[src/rtl/pc_fetch_ctrl_if.sv]
// Instruction-bus request/response signals between the fetch controller and memory.
// The master issues one address request; the slave acknowledges it, then returns data.
interface pc_fetch_ctrl_if;
   logic        inst_req;
   logic [31:0] inst_addr;
   logic        inst_addr_ok;
   logic        inst_data_ok;
   logic [31:0] inst_rdata;

   modport master (
      output inst_req,
      output inst_addr,
      input  inst_addr_ok,
      input  inst_data_ok,
      input  inst_rdata
   );

   modport slave (
      input  inst_req,
      input  inst_addr,
      output inst_addr_ok,
      output inst_data_ok,
      output inst_rdata
   );
endinterface

[src/rtl/pc_fetch_ctrl.sv]
// Fetch-stage PC sequencer: one outstanding instruction-bus read, with delay-slot branches and exception redirect.
// Latency is bus-dependent (REQ->WAIT->HOLD); StallF holds the fetched word in HOLD with no new request.
module pc_fetch_ctrl #(
   parameter logic [31:0] RESET_PC = 32'hBFC00000
) (
   input  logic                   clk,
   input  logic                   resetn,
   input  logic                   StallF,
   input  logic                   PCSrcD,
   input  logic [31:0]            PCBranchD,
   input  logic                   ExcFlush,
   input  logic [31:0]            ExcPC,
   pc_fetch_ctrl_if.master        instBus,
   output logic [31:0]            PCF,
   output logic [31:0]            InstrF,
   output logic                   InstrValidF
);

   typedef enum logic [1:0] {IDLE, REQ, WAIT, HOLD} state_t;

   state_t      state;
   state_t      stateNext;
   logic [31:0] pcNext;
   logic [31:0] instrNext;
   logic        discard;
   logic        discardNext;
   logic        brPend;
   logic        brPendNext;
   logic [31:0] brTgt;
   logic [31:0] brTgtNext;

   assign instBus.inst_req  = (state == REQ);
   assign instBus.inst_addr = PCF;
   assign InstrValidF       = (state == HOLD);

   always_ff @(posedge clk or negedge resetn) begin
      if (!resetn) begin
         state   <= IDLE;
         PCF     <= RESET_PC;
         InstrF  <= 32'd0;
         discard <= 1'b0;
         brPend  <= 1'b0;
         brTgt   <= 32'd0;
      end else begin
         state   <= stateNext;
         PCF     <= pcNext;
         InstrF  <= instrNext;
         discard <= discardNext;
         brPend  <= brPendNext;
         brTgt   <= brTgtNext;
      end
   end

   always_comb begin
      stateNext   = state;
      pcNext      = PCF;
      instrNext   = InstrF;
      discardNext = discard;
      brPendNext  = brPend;
      brTgtNext   = brTgt;

      // A branch resolved in decode is remembered until its delay slot is consumed.
      if (PCSrcD) begin
         brPendNext = 1'b1;
         brTgtNext  = PCBranchD;
      end

      case (state)
         IDLE: stateNext = REQ;
         REQ: begin
            if (instBus.inst_addr_ok) stateNext = WAIT;
         end
         WAIT: begin
            if (instBus.inst_data_ok) begin
               if (discard) begin
                  discardNext = 1'b0;
                  stateNext   = REQ;
               end else begin
                  instrNext = instBus.inst_rdata;
                  stateNext = HOLD;
               end
            end
         end
         HOLD: begin
            if (!StallF) begin
               stateNext  = REQ;
               brPendNext = 1'b0;
               if (PCSrcD)      pcNext = PCBranchD;
               else if (brPend) pcNext = brTgt;
               else             pcNext = PCF + 32'd4;
            end
         end
         default: stateNext = IDLE;
      endcase

      // Redirect wins over everything; an in-flight response is marked for dropping.
      if (ExcFlush) begin
         pcNext     = ExcPC;
         instrNext  = InstrF;
         brPendNext = 1'b0;
         brTgtNext  = brTgt;
         case (state)
            REQ: begin
               stateNext   = instBus.inst_addr_ok ? WAIT : REQ;
               discardNext = instBus.inst_addr_ok;
            end
            WAIT: begin
               stateNext   = instBus.inst_data_ok ? REQ : WAIT;
               discardNext = !instBus.inst_data_ok;
            end
            default: begin
               stateNext   = REQ;
               discardNext = 1'b0;
            end
         endcase
      end
   end

endmodule

[src/flat_wrapper.sv]
// flat-port wrapper written by rule: the top's interface ports become plain ports
module pc_fetch_ctrl_flat 
#(
   parameter logic [31:0] RESET_PC = 32'hBFC00000
)
  (clk, resetn, StallF, PCSrcD, PCBranchD, ExcFlush, ExcPC, PCF, InstrF, InstrValidF, instBus_inst_req, instBus_inst_addr, instBus_inst_addr_ok, instBus_inst_data_ok, instBus_inst_rdata);
  pc_fetch_ctrl_if instBus_i ();
  input  logic clk;
  input  logic resetn;
  input  logic StallF;
  input  logic PCSrcD;
  input  logic [31:0] PCBranchD;
  input  logic ExcFlush;
  input  logic [31:0] ExcPC;
  output logic [31:0] PCF;
  output logic [31:0] InstrF;
  output logic InstrValidF;
  output wire logic [$bits(instBus_i.inst_req)-1:0] instBus_inst_req;
  output wire logic [$bits(instBus_i.inst_addr)-1:0] instBus_inst_addr;
  input wire logic [$bits(instBus_i.inst_addr_ok)-1:0] instBus_inst_addr_ok;
  input wire logic [$bits(instBus_i.inst_data_ok)-1:0] instBus_inst_data_ok;
  input wire logic [$bits(instBus_i.inst_rdata)-1:0] instBus_inst_rdata;
  assign instBus_inst_req = instBus_i.inst_req;
  assign instBus_inst_addr = instBus_i.inst_addr;
  assign instBus_i.inst_addr_ok = instBus_inst_addr_ok;
  assign instBus_i.inst_data_ok = instBus_inst_data_ok;
  assign instBus_i.inst_rdata = instBus_inst_rdata;
  pc_fetch_ctrl #(.RESET_PC(RESET_PC)) u_core (.clk(clk), .resetn(resetn), .StallF(StallF), .PCSrcD(PCSrcD), .PCBranchD(PCBranchD), .ExcFlush(ExcFlush), .ExcPC(ExcPC), .instBus(instBus_i), .PCF(PCF), .InstrF(InstrF), .InstrValidF(InstrValidF));
endmodule
[config.mk]
export PLATFORM = sky130hd
export DESIGN_NAME = pc_fetch_ctrl_flat
export DESIGN_NICKNAME = d
export VERILOG_FILES = /design/src/rtl/pc_fetch_ctrl_if.sv /design/src/rtl/pc_fetch_ctrl.sv /design/src/flat_wrapper.sv
export SDC_FILE = /design/constraint.sdc
export NUM_CORES = 1
export LEC_CHECK = 0
export CAP_MARGIN = 15
export CORE_MARGIN = 5
export CORE_UTILIZATION = 45
export DETAILED_ROUTE_END_ITERATION = 10
export GPL_TIMING_DRIVEN = 1
export PLACE_DENSITY = 0.87
export SETUP_SLACK_MARGIN = 0.15
export SLEW_MARGIN = 20
export SYNTH_ARGS = -nofsm -noshare
export SYNTH_HDL_FRONTEND = slang
export SYNTH_SLANG_ARGS = --single-unit
[constraint.sdc]
create_clock -name clk -period 3.2 [get_ports clk]
set_clock_uncertainty 0.15 [all_clocks]
set_input_delay 0.96 -clock clk [delete_from_list [all_inputs] [get_ports clk]]
set_output_delay 0.96 -clock clk [all_outputs]
set_load 0.1 [all_outputs]
### Word level (Yosys, flattened, before mapping)

Cells that the tools add are included.
W data, S select, Z words.

* register bits after elaboration: 100
* bits in latches: 0
* RAM bits: 0
* ROM bits: 0
* input port bits: 103
* output and inout port bits: 98
* logic and storage cells: 48
* memories: 0

* add/subtract/negate cells: 1
* multiply operators: 0
* div/mod/pow operators: 0
* order comparisons: 0
* equality and inequality tests: 7
* shifts and indexed selects: 0
* mux-type cells: 22
* bitwise operators: 2
* reduce and logical (&&, ||, !) cells: 10

Operators by type and width (number)
* $mux W32: 5
* $add A32 B3 Y32 const B: 1
* $mux W2: 7
* $pmux W2 S4: 1
* $mux W1: 7
* $ne A3 B3 Y1 const B: 2
* $reduce_and A2 Y1: 3
* $reduce_bool A2 Y1: 3
* $eq A2 B2 Y1 const B: 2
* $pmux W2 S2: 1
* $reduce_and A4 Y1: 1
* $ne A3 B2 Y1 const B: 1
* $reduce_and A3 Y1: 1
* $eq A2 B1 Y1 const B: 1
* $logic_not A2 Y1: 1
* $ne A2 B1 Y1 const B: 1
* $not A1 Y1: 2
* $pmux W1 S2: 1
* $logic_not A1 Y1: 1

### Longest topological paths before layout

Gate-level depths: netlist (run 1).

* depth in word-level cells: 6
* gate-level depth with buffers: 8
* mapped depth without buffers: 6

### Worst setup path after synthesis (run 1)

Ideal clock, no wire load.

* kind: register to register
* start point: register u_core.PCF[2]
* end point: register u_core.PCF[30]
* setup time: 0.078 ns
* arrival: 2.435 ns
* required time: 2.972 ns
* path slack: 0.536 ns
* stages on the path, launching flop included: 8
* buffers on the path: 1
* clock period less this slack: 2.664 ns
* cells stage by stage: dfrtp_1 > ha_1 > nand3_1 > nor4_4 > buf_4 > nand3_1 > xor2_1 > a21oi_1

* word-level cells in the longest chain between the ends: 6

RTL lines
* from (decl): line pc_fetch_ctrl.sv:14 `output logic [31:0] PCF,`
* from (signal assigned): line pc_fetch_ctrl.sv:46 `PCF <= pcNext;`
* $add A32 B3 Y32: line pc_fetch_ctrl.sv:90 `else pcNext = PCF + 32'd4;`
* $mux W32: line pc_fetch_ctrl.sv:89 `else if (brPend) pcNext = brTgt;`
* $mux W32: line pc_fetch_ctrl.sv:88 `if (PCSrcD) pcNext = PCBranchD;`
* $mux W32: line pc_fetch_ctrl.sv:85 `if (!StallF) begin`
* $mux W32: line pc_fetch_ctrl.sv:68 `case (state)`
* $mux W32: line pc_fetch_ctrl.sv:97 `if (ExcFlush) begin`

No other way between the ends. The select of a mux whose other input is x is not followed.
A chain may end at the register's enable or synchronous reset.

### Final worst setup path (run 1)

* start point: input PCSrcD
* end point: register u_core.PCF[11]

* word-level cells in the longest chain between the ends: 4

RTL lines
* from (decl): line flat_wrapper.sv:11 `input logic PCSrcD;`
* $mux W32: line pc_fetch_ctrl.sv:88
* $mux W32: line pc_fetch_ctrl.sv:85
* $mux W32: line pc_fetch_ctrl.sv:68
* $mux W32: line pc_fetch_ctrl.sv:97

No other way between the ends. The select of a mux whose other input is x is not followed.

==> results.cfg, run 1 <==
[power_and_ir_drop]
leakage_uw = 0.00341
vdd_drop_max_uv = 927
power.density_nw_per_um2 = 1070

[sta]
fin_crit_sh = 0.868
fmax_ghz = 0.360
rsz0062_at_grt = false
fin_tns_setup_ns = 0
hold_viol_final = 0
drv_slew = 0
finalSetupViolations = 0
worst_slew_pin_slew_ns = 0.705
fin_crit_ns = 2.78
whs_ns = 0.327
relSlewSlack = 0.527

[global_routing]
grt_pass1_wl_mm = 27.2
grt_max_degree = 79
grt_pass1_vias = 5353
antenna_found_initial = 0
grt_overflow = 0
track_usage = 0.231

[worst_setup_path]
reg2reg_depth = 5
crit_path_start_kind = input port
worstPathMaxFanout = 13
critPathKind = in2reg
cp_data_required_time_ns = 3.30
endpoint_kind = flop
crit_arrival_ns = 2.88

[die]
die_h_microns = 121
die-area_sq_um = 14800
ioPinCount = 201
num_rows = 40
start_util = 0.462
core_area_sq_um = 12100
fp.dieW_microns = 121

[yosys]
synth-seq-cells = 100
syn_avg_cell_area_sq_um = 9.51
synthTopCellsByCount = nand2_1, dfrtp_1, nor2_1
ys_types = 60
synth_cells = 588
syn_area_sq_um = 5590
synth_top_area_cell = dfrtp_1
synthTopCellsByArea = dfrtp_1, nand2_1, mux2_2, buf_4, dfstp_2
synthesis.nets = 695
synth.most_common_cell = nand2_1
seq_area_frac_synth = 0.450
synthArstFlopShare = 1.00
synth_top_cell_area_share = 0.407
synth-edff-count = 0
synth_ff_type = dfrtp_1
ys_warn_count = 0

[drt]
drt_wl_total_mm = 16.8
drc_errors = 0
drt_iter0_markers = 526
vias = 5171
ant_nets = 0
wire_per_inst_microns = 18.2
firstDrtPassIters = 5
via_per_inst = 5.60

[placed_design]
dp_hpwl_mm = 12.7
dp_cells = 908
place_area_sq_um = 7290
gp_congestion = 0.868
portBuffers = 200

[layout]
antennaDiodeCount = 0
final_layout_size_suffix_gt1_frac = 0.257
layout.nets = 858
fin_cells = 924
fillCellCount = 1027
postLayoutCellArea_sq_um = 7620
syn_to_final_growth_pct = 36.3

[clock_tree]
postCtsSetupBuffers = 0
numClockSinks = 100
h-tree-depth = 3
cts_tree = built
root_buffer = clkbuf_16
clk_pin_slew_ns = 0.07
insertion_delay_ns = 0.34
cts-buffers-inserted = 9
cts_resized = 0
ctsLongestPathBuffers = 2
hold_buffers = 0

[run_status]
status = complete, no violations

[min_path]
hold_path_class = reg2reg
min_path_cells = 2

[run]
max_cap_viol_count = 0
[where the power goes]
| group | total (uW) | switching (uW) | internal [uW] |
|---|---|---|---|
| registers | 2030 | 360 | 1670 |
| clock network | 1190 | 479 | 707 |
| logic | 4930 | 3850 | 1090 |
| total | 8150 | 4690 | 3460 |
[registers in the layout, summed over array words and instances (netlist names)]
register,count
u_core.InstrF,32
u_core.PCF,32
u_core.brPend,1
u_core.brTgt,32
u_core.discard,1
u_core.state,2
[area by class of cell]
class | instances | area (sq um) | share of cell area
clock inverters | 6 | 86.3 | 0.0113
clock buffers | 10 | 239 | 0.0314
inverters | 9 | 33.8 | 0.00443
well taps | 168 | 210 | 0.0276
repair buffers | 223 | 1960 | 0.257
multi-input cells | 408 | 2580 | 0.338
flip-flops and latches | 100 | 2510 | 0.330
[per-stage QoR]
stage | util | worst slack [ns] | power, uW
6_report | 0.629 | 0.424 | 8150
5_1_grt | 0.629 | 0.329 | 8460
4_1_cts | 0.629 | 0.495 | 8190
3_5_place_dp | 0.602 | 0.148 | 6990
3_3_place_gp | 0.602 | 0.274 | 6910
2_1_floorplan | - | 0.536 | 5990
[per-layer routing]
layer  up-vias  wire length [microns]  GRT usage
met5         -                      0          0
met4         0                    358     0.0812
met3        32                   1720     0.0643
met2       264                   8210      0.382
met1      2477                   6520      0.289
li1       2398                      -          -
[worst paths after layout]
kind	startpoint	end	slack (ns)
max reg2reg	u_core.PCF[4]$_DFFE_PN0P_	u_core.PCF[19]$_DFFE_PN0P_	0.90
min reg2reg	u_core.brTgt[2]$_DFFE_PN0P_	u_core.brTgt[2]$_DFFE_PN0P_	0.33
max in group asynchronous	resetn	u_core.PCF[24]$_DFFE_PN1P_	1.77
min	u_core.brTgt[2]$_DFFE_PN0P_	u_core.brTgt[2]$_DFFE_PN0P_	0.33
max	PCSrcD	u_core.PCF[11]$_DFFE_PN0P_	0.42
min in group asynchronous	resetn	u_core.InstrF[3]$_DFFE_PN0P_	0.37
[layout by cell type (no fill, tap or decap), types with 3 or more instances in the layout]
master,n
a211oi_1,7
a21oi_1,17
a221o_1,6
a221oi_1,15
a22o_1,4
a22oi_1,8
a2bb2oi_1,3
a31oi_1,9
a41oi_1,5
buf_12,3
buf_4,119
clkbuf_16,9
clkdlybuf4s50_1,100
dfrtp_1,91
dfstp_2,9
ha_1,4
inv_1,8
mux2_2,33
mux2i_1,5
nand2_1,129
nand2b_1,4
nand3_1,10
nand4_1,8
nor2_1,37
nor2b_1,6
nor3_1,6
o211ai_1,6
o21ai_0,27
o22ai_1,10
o32a_1,4
xnor2_1,3
xor2_1,7
[cells by family (layout without fill, tap and decap cells)]
| kind of cell | after synthesis | in the layout | synth area share |
|---|---|---|---|
| buf+inv | 80 | 248 | 0.0917 |
| simple gates | 217 | 217 | 0.181 |
| compound gates | 139 | 139 | 0.178 |
| mux | 38 | 38 | 0.0754 |
| fa+ha+maj | 4 | 4 | 0.00895 |
| xor+xnor | 10 | 10 | 0.0157 |
| flops | 100 | 100 | 0.450 |
[worst max-delay path, cell delays in order]
cell	delay, ns
clkdlybuf4s50_1	0.65
nor2b_1	0.47
a221oi_1	0.15
a21oi_1	0.32
a211oi_1	0.09
nor3_1	0.22
(Power assumes the default switching activity.)
==> run 2, diff against run 1 <==
--- a/config.mk
+++ b/config.mk
@@ -6,11 +6,13 @@
 export NUM_CORES = 1
 export LEC_CHECK = 0
 export CAP_MARGIN = 15
+export CELL_PAD_IN_SITES_DETAIL_PLACEMENT = 1
+export CELL_PAD_IN_SITES_GLOBAL_PLACEMENT = 1
 export CORE_MARGIN = 5
-export CORE_UTILIZATION = 45
+export CORE_UTILIZATION = 36
 export DETAILED_ROUTE_END_ITERATION = 10
 export GPL_TIMING_DRIVEN = 1
-export PLACE_DENSITY = 0.87
+export PLACE_DENSITY = 0.93
 export SETUP_SLACK_MARGIN = 0.15
 export SLEW_MARGIN = 20
 export SYNTH_ARGS = -nofsm -noshare
==> run 2 against run 1 <==
  * Global-route usage is 1.8 points lower
  * Routed wire length is 14% higher
  * Clock power hardly changed
  * Fmax is 3.4% higher
  * Core utilization is 13 points lower
==> results.cfg, run 2 (same netlist as run 1, synthesis figures left out) <==
[clock_tree]
postCtsSetupBuffers = 0
clk_pin_slew_ns = 0.07
cts_tree = built
root_buffer = clkbuf_16
hold_buffers = 0
numClockSinks = 100
h-tree-depth = 3
ctsLongestPathBuffers = 2
cts-buffers-inserted = 9
insertion_delay_ns = 0.35
cts_resized = 0

[global_routing]
grt_pass1_wl_mm = 30.7
track_usage = 0.213
grt_max_degree = 53
grt_overflow = 0
grt_pass1_vias = 5638
antenna_found_initial = 0

[worst_setup_path]
critPathKind = in2reg
endpoint_kind = flop
crit_arrival_ns = 2.80
worstPathMaxFanout = 18
crit_path_start_kind = input port
cp_data_required_time_ns = 3.31

[die]
fp.dieW_microns = 135
num_rows = 45
die_h_microns = 135
core_area_sq_um = 15200
start_util = 0.368
die-area_sq_um = 18100
ioPinCount = 201

[power_and_ir_drop]
internal-power_uw = 3440
p_comb_frac = 0.603
vdd_drop_max_uv = 919
power.density_nw_per_um2 = 1070
power_frac_seq = 0.249
leakage_uw = 0.00342
power.switching_uw = 4780
swShare = 0.581
pwr-share-clk = 0.148

[drt]
ant_nets = 0
drt_iter0_markers = 248
drc_errors = 0
via_per_inst = 5.51
wire_per_inst_microns = 20.2
vias = 5222
drt_wl_total_mm = 19.2
firstDrtPassIters = 4

[placed_design]
gp_congestion = 0.850
dp_hpwl_mm = 14.6
portBuffers = 200
dp_slack_ns = 0.185

[run]
max_cap_viol_count = 0

[sta]
fin_crit_sh = 0.839
fin_crit_ns = 2.68
whs_ns = 0.335
relSlewSlack = 0.480
fmax_ghz = 0.373
hold_viol_final = 0
rsz0062_at_grt = false
finalSetupViolations = 0
worst_slew_pin_slew_ns = 0.774
fin_ws_ns = 0.516
drv_slew = 0
fin_tns_setup_ns = 0

[layout]
antennaDiodeCount = 0
final_common_cell = nand2_1
reg.largest.list = u_core.InstrF (32), u_core.PCF (32), u_core.brTgt (32)
fillCellCount = 1738
layout.nets = 862
final_cell_mix = nand2_1, buf_4, clkdlybuf4s50_1
syn_to_final_growth_pct = 36.8
final_layout_size_suffix_gt1_frac = 0.261

[min_path]
hold_path_class = reg2reg

[run_status]
status = complete, no violations
## run 2: cell types whose count changed in the layout (fill, tap and decap cells not counted), sizes merged
cell	change
inv	+1
buf	+4
clkbuf	-1
## run 2: final timing paths
check                                              from                       endpoint  slack (ns)  depth (start not counted)
setup / recovery                                 PCSrcD     u_core.PCF[31]$_DFFE_PN1P_        0.52                          5
hold / removal             u_core.brTgt[30]$_DFFE_PN0P_   u_core.brTgt[30]$_DFFE_PN0P_        0.34                          2
setup reg to reg              u_core.PCF[2]$_DFFE_PN0P_     u_core.PCF[28]$_DFFE_PN1P_        0.58                          6
hold reg to reg            u_core.brTgt[30]$_DFFE_PN0P_   u_core.brTgt[30]$_DFFE_PN0P_        0.34                          2
max in group asynchronous                        resetn     u_core.PCF[22]$_DFFE_PN1P_        1.68                          2
min in group asynchronous                        resetn  u_core.InstrF[21]$_DFFE_PN0P_        0.50                          1
## run 2: final cells by class
class / count / area, sq um / area share
clock buffer: 9 / 225 / 0.0294
clock inverter: 7 / 98.8 / 0.0129
inverter: 9 / 33.8 / 0.00442
multi-input combinational: 408 / 2580 / 0.337
sequential: 100 / 2510 / 0.329
tap: 188 / 235 / 0.0308
timing repair buffer: 227 / 1960 / 0.257
## run 2: through the flow
step / power (uW) / std cells / util / cell area (sq um)
after floorplan: 5990 / 588 / - / 5590
after global placement: 6940 / 932 / 0.482 / 7320
after detailed placement: 7040 / 932 / 0.482 / 7320
after CTS: 8290 / 948 / 0.503 / 7650
after global routing: 8530 / 948 / 0.503 / 7650
final: 8220 / 948 / 0.503 / 7650
## run 2: power by group through the flow
stage	clock (uW)	sequential, uW	combinational, uW
after floorplan	0	4220	1770
after global routing	1300	2120	5120
after global placement	0	2030	4900
after detailed placement	0	2070	4970
after CTS	1250	2050	4980
final	1220	2050	4950
## run 2: routing by layer
layer,GRT usage,vias to the layer above,part of all wire
li1,-,2416,-
met1,0.259,2616,0.41
met2,0.364,165,0.50
met3,0.0618,25,0.072
met4,0.0707,0,0.019
met5,0,-,0
## run 2: critical path: stages
cell,delay (ns)
clkdlybuf4s50_1,0.66
nor2b_4,0.51
buf_4,0.28
a221oi_1,0.09
a221oi_1,0.29
